--- config.mk ---
export PLATFORM = sky130hd
export DESIGN_NAME = mod_counter_ctrl_flat
export DESIGN_NICKNAME = d
export VERILOG_FILES = /design/src/rtl/mod_counter_ctrl_if.sv /design/src/rtl/mod_counter_ctrl.sv /design/src/flat_wrapper.sv
export SDC_FILE = /design/constraint.sdc
export NUM_CORES = 1
export LEC_CHECK = 0
export ABC_CLOCK_PERIOD_IN_PS = 4300
export BUFFER_PORTS_ARGS = -buffer_cell sky130_fd_sc_hd__clkbuf_2
export CORE_ASPECT_RATIO = 0.6
export CORE_MARGIN = 4
export CORE_UTILIZATION = 45
export CTS_CLUSTER_SIZE = 30
export DETAILED_ROUTE_END_ITERATION = 16
export GPL_TIMING_DRIVEN = 0
export MAX_ROUTING_LAYER = met4
export PLACE_DENSITY_LB_ADDON = 0.05
export SYNTH_ARGS = -nofsm -noshare
export SYNTH_HDL_FRONTEND = slang
export SYNTH_SLANG_ARGS = --single-unit
--- constraint.sdc ---
create_clock -name clk -period 4.3 [get_ports clk]
set_input_delay 0.86 -clock clk [delete_from_list [all_inputs] [get_ports clk]]
set_output_delay 0.86 -clock clk [all_outputs]
set_load 0.05 [all_outputs]
--- src/rtl/mod_counter_ctrl_if.sv ---
// Control/status bundle for mod_counter_ctrl.
// roll_cnt exists only when MOD_COUNTER_ROLL_CNT_EN is defined.
interface mod_counter_ctrl_if #(
  parameter int WIDTH = 7
`ifdef MOD_COUNTER_ROLL_CNT_EN
  , parameter int RCNT_WIDTH = 8
`endif
);
  logic             en;
  logic             start;
  logic             clear;
  logic             oneshot;
  logic             up;
  logic [WIDTH-1:0] max_val;
  logic [WIDTH-1:0] count;
  logic             roll;
  logic             busy;
  logic             done;
`ifdef MOD_COUNTER_ROLL_CNT_EN
  logic [RCNT_WIDTH-1:0] roll_cnt;

  modport master (output en, start, clear, oneshot, up, max_val,
                  input  count, roll, busy, done, roll_cnt);
  modport slave  (input  en, start, clear, oneshot, up, max_val,
                  output count, roll, busy, done, roll_cnt);
`else
  modport master (output en, start, clear, oneshot, up, max_val,
                  input  count, roll, busy, done);
  modport slave  (input  en, start, clear, oneshot, up, max_val,
                  output count, roll, busy, done);
`endif
endinterface

--- src/rtl/mod_counter_ctrl.sv ---
// Runtime-modulus up/down counter with one-shot/free-run modes for ADC sample timing.
// Optional saturating roll event counter enabled by MOD_COUNTER_ROLL_CNT_EN.
//
// state  | meaning
// IDLE   | stopped, count held, busy=0 done=0
// RUN    | counting while en=1, busy=1
// DONE   | one-shot reached terminal, count held, done=1
module mod_counter_ctrl #(
  parameter int WIDTH      = 7,
  parameter bit AUTO_START = 1'b1
`ifdef MOD_COUNTER_ROLL_CNT_EN
  , parameter int RCNT_WIDTH = 8
`endif
) (
  input logic               clk,
  input logic               reset,
  mod_counter_ctrl_if.slave bus
);

  typedef enum logic [1:0] {
    S_IDLE = 2'd0,
    S_RUN  = 2'd1,
    S_DONE = 2'd2
  } state_t;

  state_t           state_q, state_d;
  logic [WIDTH-1:0] count_q, count_d;
  logic             busy_q, busy_d;
  logic             done_q, done_d;
  logic             at_term;
  logic [WIDTH-1:0] start_val;
  logic             roll;

  always_comb begin
    // >= rather than == so a max_val lowered below count still terminates
    at_term   = bus.up ? (count_q >= bus.max_val) : (count_q == '0);
    start_val = bus.up ? '0 : bus.max_val;
    roll      = (state_q == S_RUN) && bus.en && at_term;
    state_d   = state_q;
    count_d   = count_q;
    if (bus.clear) begin
      state_d = S_IDLE;
      count_d = '0;
    end else if (bus.start) begin
      state_d = S_RUN;
      count_d = start_val;
    end else if ((state_q == S_RUN) && bus.en) begin
      if (!at_term) begin
        count_d = bus.up ? (count_q + 1'b1) : (count_q - 1'b1);
      end else if (bus.oneshot) begin
        state_d = S_DONE;
      end else begin
        count_d = start_val;
      end
    end
    busy_d = (state_d == S_RUN);
    done_d = (state_d == S_DONE);
  end

  always_ff @(posedge clk or posedge reset) begin
    if (reset) begin
      state_q <= AUTO_START ? S_RUN : S_IDLE;
      count_q <= '0;
      busy_q  <= AUTO_START;
      done_q  <= 1'b0;
    end else begin
      state_q <= state_d;
      count_q <= count_d;
      busy_q  <= busy_d;
      done_q  <= done_d;
    end
  end

  assign bus.count = count_q;
  assign bus.roll  = roll;
  assign bus.busy  = busy_q;
  assign bus.done  = done_q;

`ifdef MOD_COUNTER_ROLL_CNT_EN
  logic [RCNT_WIDTH-1:0] roll_cnt_q, roll_cnt_d;

  always_comb begin
    roll_cnt_d = roll_cnt_q;
    if (bus.clear || bus.start) begin
      roll_cnt_d = '0;
    end else if (roll && (roll_cnt_q != '1)) begin
      roll_cnt_d = roll_cnt_q + 1'b1;
    end
  end

  always_ff @(posedge clk or posedge reset) begin
    if (reset) begin
      roll_cnt_q <= '0;
    end else begin
      roll_cnt_q <= roll_cnt_d;
    end
  end

  assign bus.roll_cnt = roll_cnt_q;
`endif

endmodule

--- src/flat_wrapper.sv ---
// flat-port wrapper written by rule: the top's interface ports become plain ports
module mod_counter_ctrl_flat 
#(
  parameter int WIDTH      = 7,
  parameter bit AUTO_START = 1'b1

)
  (clk, reset, bus_en, bus_start, bus_clear, bus_oneshot, bus_up, bus_max_val, bus_count, bus_roll, bus_busy, bus_done);
  mod_counter_ctrl_if #(.WIDTH(WIDTH)) bus_i ();
  input logic clk;
  input logic reset;
  input wire logic [$bits(bus_i.en)-1:0] bus_en;
  input wire logic [$bits(bus_i.start)-1:0] bus_start;
  input wire logic [$bits(bus_i.clear)-1:0] bus_clear;
  input wire logic [$bits(bus_i.oneshot)-1:0] bus_oneshot;
  input wire logic [$bits(bus_i.up)-1:0] bus_up;
  input wire logic [$bits(bus_i.max_val)-1:0] bus_max_val;
  output wire logic [$bits(bus_i.count)-1:0] bus_count;
  output wire logic [$bits(bus_i.roll)-1:0] bus_roll;
  output wire logic [$bits(bus_i.busy)-1:0] bus_busy;
  output wire logic [$bits(bus_i.done)-1:0] bus_done;
  assign bus_i.en = bus_en;
  assign bus_i.start = bus_start;
  assign bus_i.clear = bus_clear;
  assign bus_i.oneshot = bus_oneshot;
  assign bus_i.up = bus_up;
  assign bus_i.max_val = bus_max_val;
  assign bus_count = bus_i.count;
  assign bus_roll = bus_i.roll;
  assign bus_busy = bus_i.busy;
  assign bus_done = bus_i.done;
  mod_counter_ctrl #(.WIDTH(WIDTH), .AUTO_START(AUTO_START)) u_core (.clk(clk), .reset(reset), .bus(bus_i));
endmodule
==> report_table.html <==
<table>
<tr><th>Metric</th><th>Value</th></tr>
<tr><th colspan="2">Outcome</th></tr>
<tr><td>Result of the run</td><td>complete, no violations</td></tr>
<tr><th colspan="2">Logic synthesis</th></tr>
<tr><td>Number of synthesized flops with an enable pin</td><td>0</td></tr>
<tr><td>Mux cell area share after synthesis</td><td>0.0489</td></tr>
<tr><td>Adder and majority cell fraction of the synthesized area</td><td>0.166</td></tr>
<tr><td>Xor/xnor share of the synthesized area</td><td>0.0428</td></tr>
<tr><td>Fraction of the yosys area taken by sequential cells</td><td>0.271</td></tr>
<tr><td>Synth Area in Compound Gates</td><td>0.265</td></tr>
<tr><td>Top_reg_cell synth</td><td>sky130_fd_sc_hd__dfrtp_1</td></tr>
<tr><td>Flip-flop and latch count after synthesis</td><td>11</td></tr>
<tr><td>Synthesis Warnings</td><td>0</td></tr>
<tr><td>Distinct cell type count after synthesis</td><td>36</td></tr>
<tr><td>Dominant combinational cell family by area after synthesis</td><td>compound AO/OA/AOI/OAI gates</td></tr>
<tr><td>Syn Std Cell Area</td><td>around 1000 um^2</td></tr>
<tr><td>Post-synth net total</td><td>137</td></tr>
<tr><td>Simple logic cell fraction of the synthesized area</td><td>0.165</td></tr>
<tr><td>Mean Syn Cell Area</td><td>~9.3 um^2</td></tr>
<tr><td>Cells after Synth</td><td>110</td></tr>
<tr><td>Proportion of synthesized flip-flops having asynchronous set or reset</td><td>1.00</td></tr>
<tr><th colspan="2">Route</th></tr>
<tr><td>DRC violation count after routing</td><td>0</td></tr>
<tr><td>DRT Pass-1 Iters</td><td>4</td></tr>
<tr><td>Starting DRC count in detailed routing</td><td>36</td></tr>
<tr><td>Detail-routed net length per standard cell</td><td>between 10 and 15 um</td></tr>
<tr><td>Vias after detailed routing</td><td>909</td></tr>
<tr><td>Per-cell via count in the routed design</td><td>between 5 and 6</td></tr>
<tr><td>Number of nets still failing antenna checks after routing</td><td>0</td></tr>
<tr><td>Aggregate routed wire length</td><td>approximately 2.5 mm</td></tr>
<tr><th colspan="2">Critical path</th></tr>
<tr><td>Critical Setup Path Class</td><td>in2out</td></tr>
<tr><td>Arrival time worst endpoint</td><td>between 2000 and 3000 ps</td></tr>
<tr><td>Launching point of the worst reg2reg path</td><td>u_core.bus.count[5]$_DFFE_PP0P_</td></tr>
<tr><td>Endpoint of the most critical setup path</td><td>bus_roll</td></tr>
<tr><td>Worst Reg2Reg Path Length in Cells</td><td>7</td></tr>
<tr><td>Slack of the worst reg-to-reg path</td><td>between 1500 and 2000 ps</td></tr>
<tr><td>Required @ worst endpoint</td><td>between 3000 and 4000 ps</td></tr>
<tr><td>R2r endpoint</td><td>u_core.bus.count[6]$_DFFE_PP0P_</td></tr>
<tr><td>Type of element launching the critical path</td><td>input pin</td></tr>
<tr><td>Beginning of the critical path</td><td>bus_max_val[5]</td></tr>
<tr><td>Crit-path max FO</td><td>8</td></tr>
<tr><td>Nature of the critical path endpoint</td><td>output port</td></tr>
<tr><th colspan="2">Clock tree</th></tr>
<tr><td>Worst-skew pair later-pin latency</td><td>between 200 and 250 ps</td></tr>
<tr><td>CTS Hold Bufs</td><td>0</td></tr>
<tr><td>Post-cts gate resize count</td><td>0</td></tr>
<tr><td>TritonCTS clock tree</td><td>yes</td></tr>
<tr><td>Reg clk slew, reported paths</td><td>50 ps</td></tr>
<tr><td>Clock sinks</td><td>11</td></tr>
<tr><td>Root buf cell</td><td>sky130_fd_sc_hd__clkbuf_8</td></tr>
<tr><td>H-tree depth reported by CTS</td><td>1</td></tr>
<tr><td>Total CTS buffers</td><td>3</td></tr>
<tr><td>Post-CTS repair timing setup buffer count</td><td>0</td></tr>
<tr><td>Number of buffers between clock root and the deepest sink</td><td>2</td></tr>
<tr><th colspan="2">Place</th></tr>
<tr><td>HPWL after detailed placement</td><td>1.97 mm</td></tr>
<tr><td>Area post-placement</td><td>around 1200 um^2</td></tr>
<tr><td>Final estimated routing congestion in global placement</td><td>between 0.8 and 0.9</td></tr>
<tr><td>Pre-CTS setup slack</td><td>951 ps</td></tr>
<tr><td>Port Buffer Count</td><td>23</td></tr>
<tr><th colspan="2">Pwr</th></tr>
<tr><td>Power Dens Cells</td><td>302 nW/um^2</td></tr>
<tr><td>Leakage power figure</td><td>0.627 nW</td></tr>
<tr><td>Worst supply voltage drop on vdd</td><td>around 0.18 mV</td></tr>
<tr><th colspan="2">STA</th></tr>
<tr><td>Slew at the pin with the worst max-slew slack</td><td>between 400 and 500 ps</td></tr>
<tr><td>RSZ-0062 raised after global routing</td><td>no</td></tr>
<tr><td>Fin worst setup slack</td><td>between 900 and 1000 ps</td></tr>
<tr><td>Fin crit share</td><td>0.781</td></tr>
<tr><td>Number of failing setup endpoints in the final timing report</td><td>0</td></tr>
<tr><td>Max_slew headroom</td><td>0.706</td></tr>
<tr><td>Count of pins over their slew limit</td><td>0</td></tr>
<tr><td>Clock period minus final worst setup slack</td><td>about 3400 ps</td></tr>
<tr><td>Final hold violations</td><td>0</td></tr>
<tr><td>Worst-case hold slack</td><td>between 500 and 600 ps</td></tr>
<tr><td>Final-layout setup total negative slack</td><td>0 ps</td></tr>
<tr><td>Maximum clock rate</td><td>0.298 GHz</td></tr>
<tr><td>Clock Skews</td><td>between 0.8 and 0.9 ps</td></tr>
<tr><th colspan="2">Global route</th></tr>
<tr><td>Largest net degree at the start of global routing</td><td>12</td></tr>
<tr><td>Wire length of the first global-routing pass</td><td>around 4.2 mm</td></tr>
<tr><td>Antenna violations before repair</td><td>0</td></tr>
<tr><td>Via count of the first global-routing pass</td><td>between 800 and 900</td></tr>
<tr><td>Overall track demand over capacity in global routing</td><td>0.180</td></tr>
<tr><td>Global-route congestion overflow total</td><td>0</td></tr>
<tr><th colspan="2">Cells and area</th></tr>
<tr><td>Layout cell share with drive strength beyond 1</td><td>0.263</td></tr>
<tr><td>Final net count</td><td>approximately 170</td></tr>
<tr><td>Commonest cells after routing, fill and taps aside</td><td>sky130_fd_sc_hd__clkbuf_2 (23), sky130_fd_sc_hd__ha_1 (12), sky130_fd_sc_hd__inv_1 (11)</td></tr>
<tr><td>Diodes inserted</td><td>0</td></tr>
<tr><td>Final std cell area, no fill</td><td>1220 um^2</td></tr>
<tr><td>Most common cell after layout, fill and taps aside</td><td>sky130_fd_sc_hd__clkbuf_2</td></tr>
<tr><td>P&amp;R area growth vs syn</td><td>19.3%</td></tr>
<tr><th colspan="2">Die</th></tr>
<tr><td>Overall die area</td><td>3130 um^2</td></tr>
<tr><td># rows</td><td>13</td></tr>
<tr><td>DIE WIDTH</td><td>around 70 um</td></tr>
<tr><td>I/O pin count</td><td>24</td></tr>
<tr><td>Core Region</td><td>between 2000 and 2500 um^2</td></tr>
<tr><td>Initial Util</td><td>0.473</td></tr>
<tr><td>DIE HEIGHT</td><td>44.9 um</td></tr>
<tr><th colspan="2">Run</th></tr>
<tr><td>Max-cap check violation count</td><td>0</td></tr>
<tr><th colspan="2">Min path</th></tr>
<tr><td>Hold/Removal Path Class</td><td>reg2reg</td></tr>
</table>
[cell usage after synthesis, types with 2 or more instances]
cell type | number | share of area
sky130_fd_sc_hd__ha_1 | 12 | 0.15
sky130_fd_sc_hd__inv_1 | 11 | 0.040
sky130_fd_sc_hd__dfrtp_1 | 9 | 0.22
sky130_fd_sc_hd__a21oi_1 | 8 | 0.039
sky130_fd_sc_hd__nor2_1 | 6 | 0.022
sky130_fd_sc_hd__mux2i_1 | 5 | 0.049
sky130_fd_sc_hd__nand2_1 | 5 | 0.018
sky130_fd_sc_hd__a21o_1 | 4 | 0.029
sky130_fd_sc_hd__a221o_1 | 3 | 0.029
sky130_fd_sc_hd__a22o_1 | 3 | 0.026
sky130_fd_sc_hd__and2_1 | 3 | 0.018
sky130_fd_sc_hd__nor2b_1 | 3 | 0.018
sky130_fd_sc_hd__nor4_1 | 3 | 0.018
sky130_fd_sc_hd__o21ai_0 | 3 | 0.015
sky130_fd_sc_hd__xor2_1 | 3 | 0.026
sky130_fd_sc_hd__and3_1 | 2 | 0.012
sky130_fd_sc_hd__dfstp_2 | 2 | 0.051
sky130_fd_sc_hd__nand2b_1 | 2 | 0.012
sky130_fd_sc_hd__nand3_1 | 2 | 0.0098
sky130_fd_sc_hd__o21bai_1 | 2 | 0.015
sky130_fd_sc_hd__o2bb2ai_1 | 2 | 0.017
sky130_fd_sc_hd__or2_2 | 2 | 0.012
sky130_fd_sc_hd__xnor2_1 | 2 | 0.017
[layer usage]
metal | track usage | wire (um)
met5 | - | 0
met4 | 0.0233 | 0
met3 | 0.0489 | 129
met2 | 0.239 | 960
met1 | 0.273 | 1370
[where the power goes]
group | switching (W) | leakage (nW) | internal (W) | total (W)
Sequential | 0.0000111 | 0.144 | 0.000112 | 0.000123
Combinational | 0.0000887 | 0.460 | 0.0000541 | 0.000143
Clock | 0.0000379 | 0.0228 | 0.0000650 | 0.000103
Total | 0.000138 | 0.627 | 0.000231 | 0.000368
[through the flow]
step	power [W]	util	std cells
6_report	0.000368	0.564	167
5_1_grt	0.000396	0.564	167
4_1_cts	0.000370	0.564	167
3_5_place_dp	0.000265	0.544	163
3_3_place_gp	0.000262	0.544	163
2_1_floorplan	0.000228	-	110
[sequential cells by signal, indices dropped and copies added (netlist names)]
| name | flops |
|---|---|
| u_core.bus.busy | 1 |
| u_core.bus.count | 7 |
| u_core.bus.done | 1 |
| u_core.state_q | 2 |
[critical path: stages]
cell	delay (ps)
sky130_fd_sc_hd__clkbuf_2	90
sky130_fd_sc_hd__inv_1	40
sky130_fd_sc_hd__ha_1	280
sky130_fd_sc_hd__a21o_1	190
sky130_fd_sc_hd__a221o_1	370
sky130_fd_sc_hd__a31o_4	260
sky130_fd_sc_hd__and3_1	180
sky130_fd_sc_hd__clkbuf_2	230
[cell type report]
type	instances	area, um^2
Inverter	11	41.3
Sequential cell	11	278
Clock buffer	4	45.0
Fill cell	200	942
Timing Repair Buffer	23	115
Tap cell	30	37.5
Multi-Input combinational cell	88	704
[worst min-delay path by stage]
stage	from	end	slack (ps)	cells after the start
after floorplan	u_core.state_q[1]$_DFF_PP0_	u_core.state_q[1]$_DFF_PP0_	490	2
after global placement	u_core.state_q[1]$_DFF_PP0_	u_core.state_q[1]$_DFF_PP0_	530	2
after detailed placement	u_core.state_q[0]$_DFF_PP1_	u_core.state_q[0]$_DFF_PP1_	530	2
after CTS	u_core.state_q[0]$_DFF_PP1_	u_core.state_q[0]$_DFF_PP1_	540	2
after global routing	u_core.state_q[0]$_DFF_PP1_	u_core.state_q[0]$_DFF_PP1_	560	2
final	u_core.state_q[0]$_DFF_PP1_	u_core.state_q[0]$_DFF_PP1_	540	2
[kinds of logic after synthesis]
| logic type | count (synthesis) |
|---|---|
| compound gates | 34 |
| simple gates | 31 |
| fa+ha+maj | 13 |
| buf+inv | 11 |
| flops | 11 |
| xor+xnor | 5 |
| mux | 5 |
No activity file was read; power rests on OpenSTA's default activity.
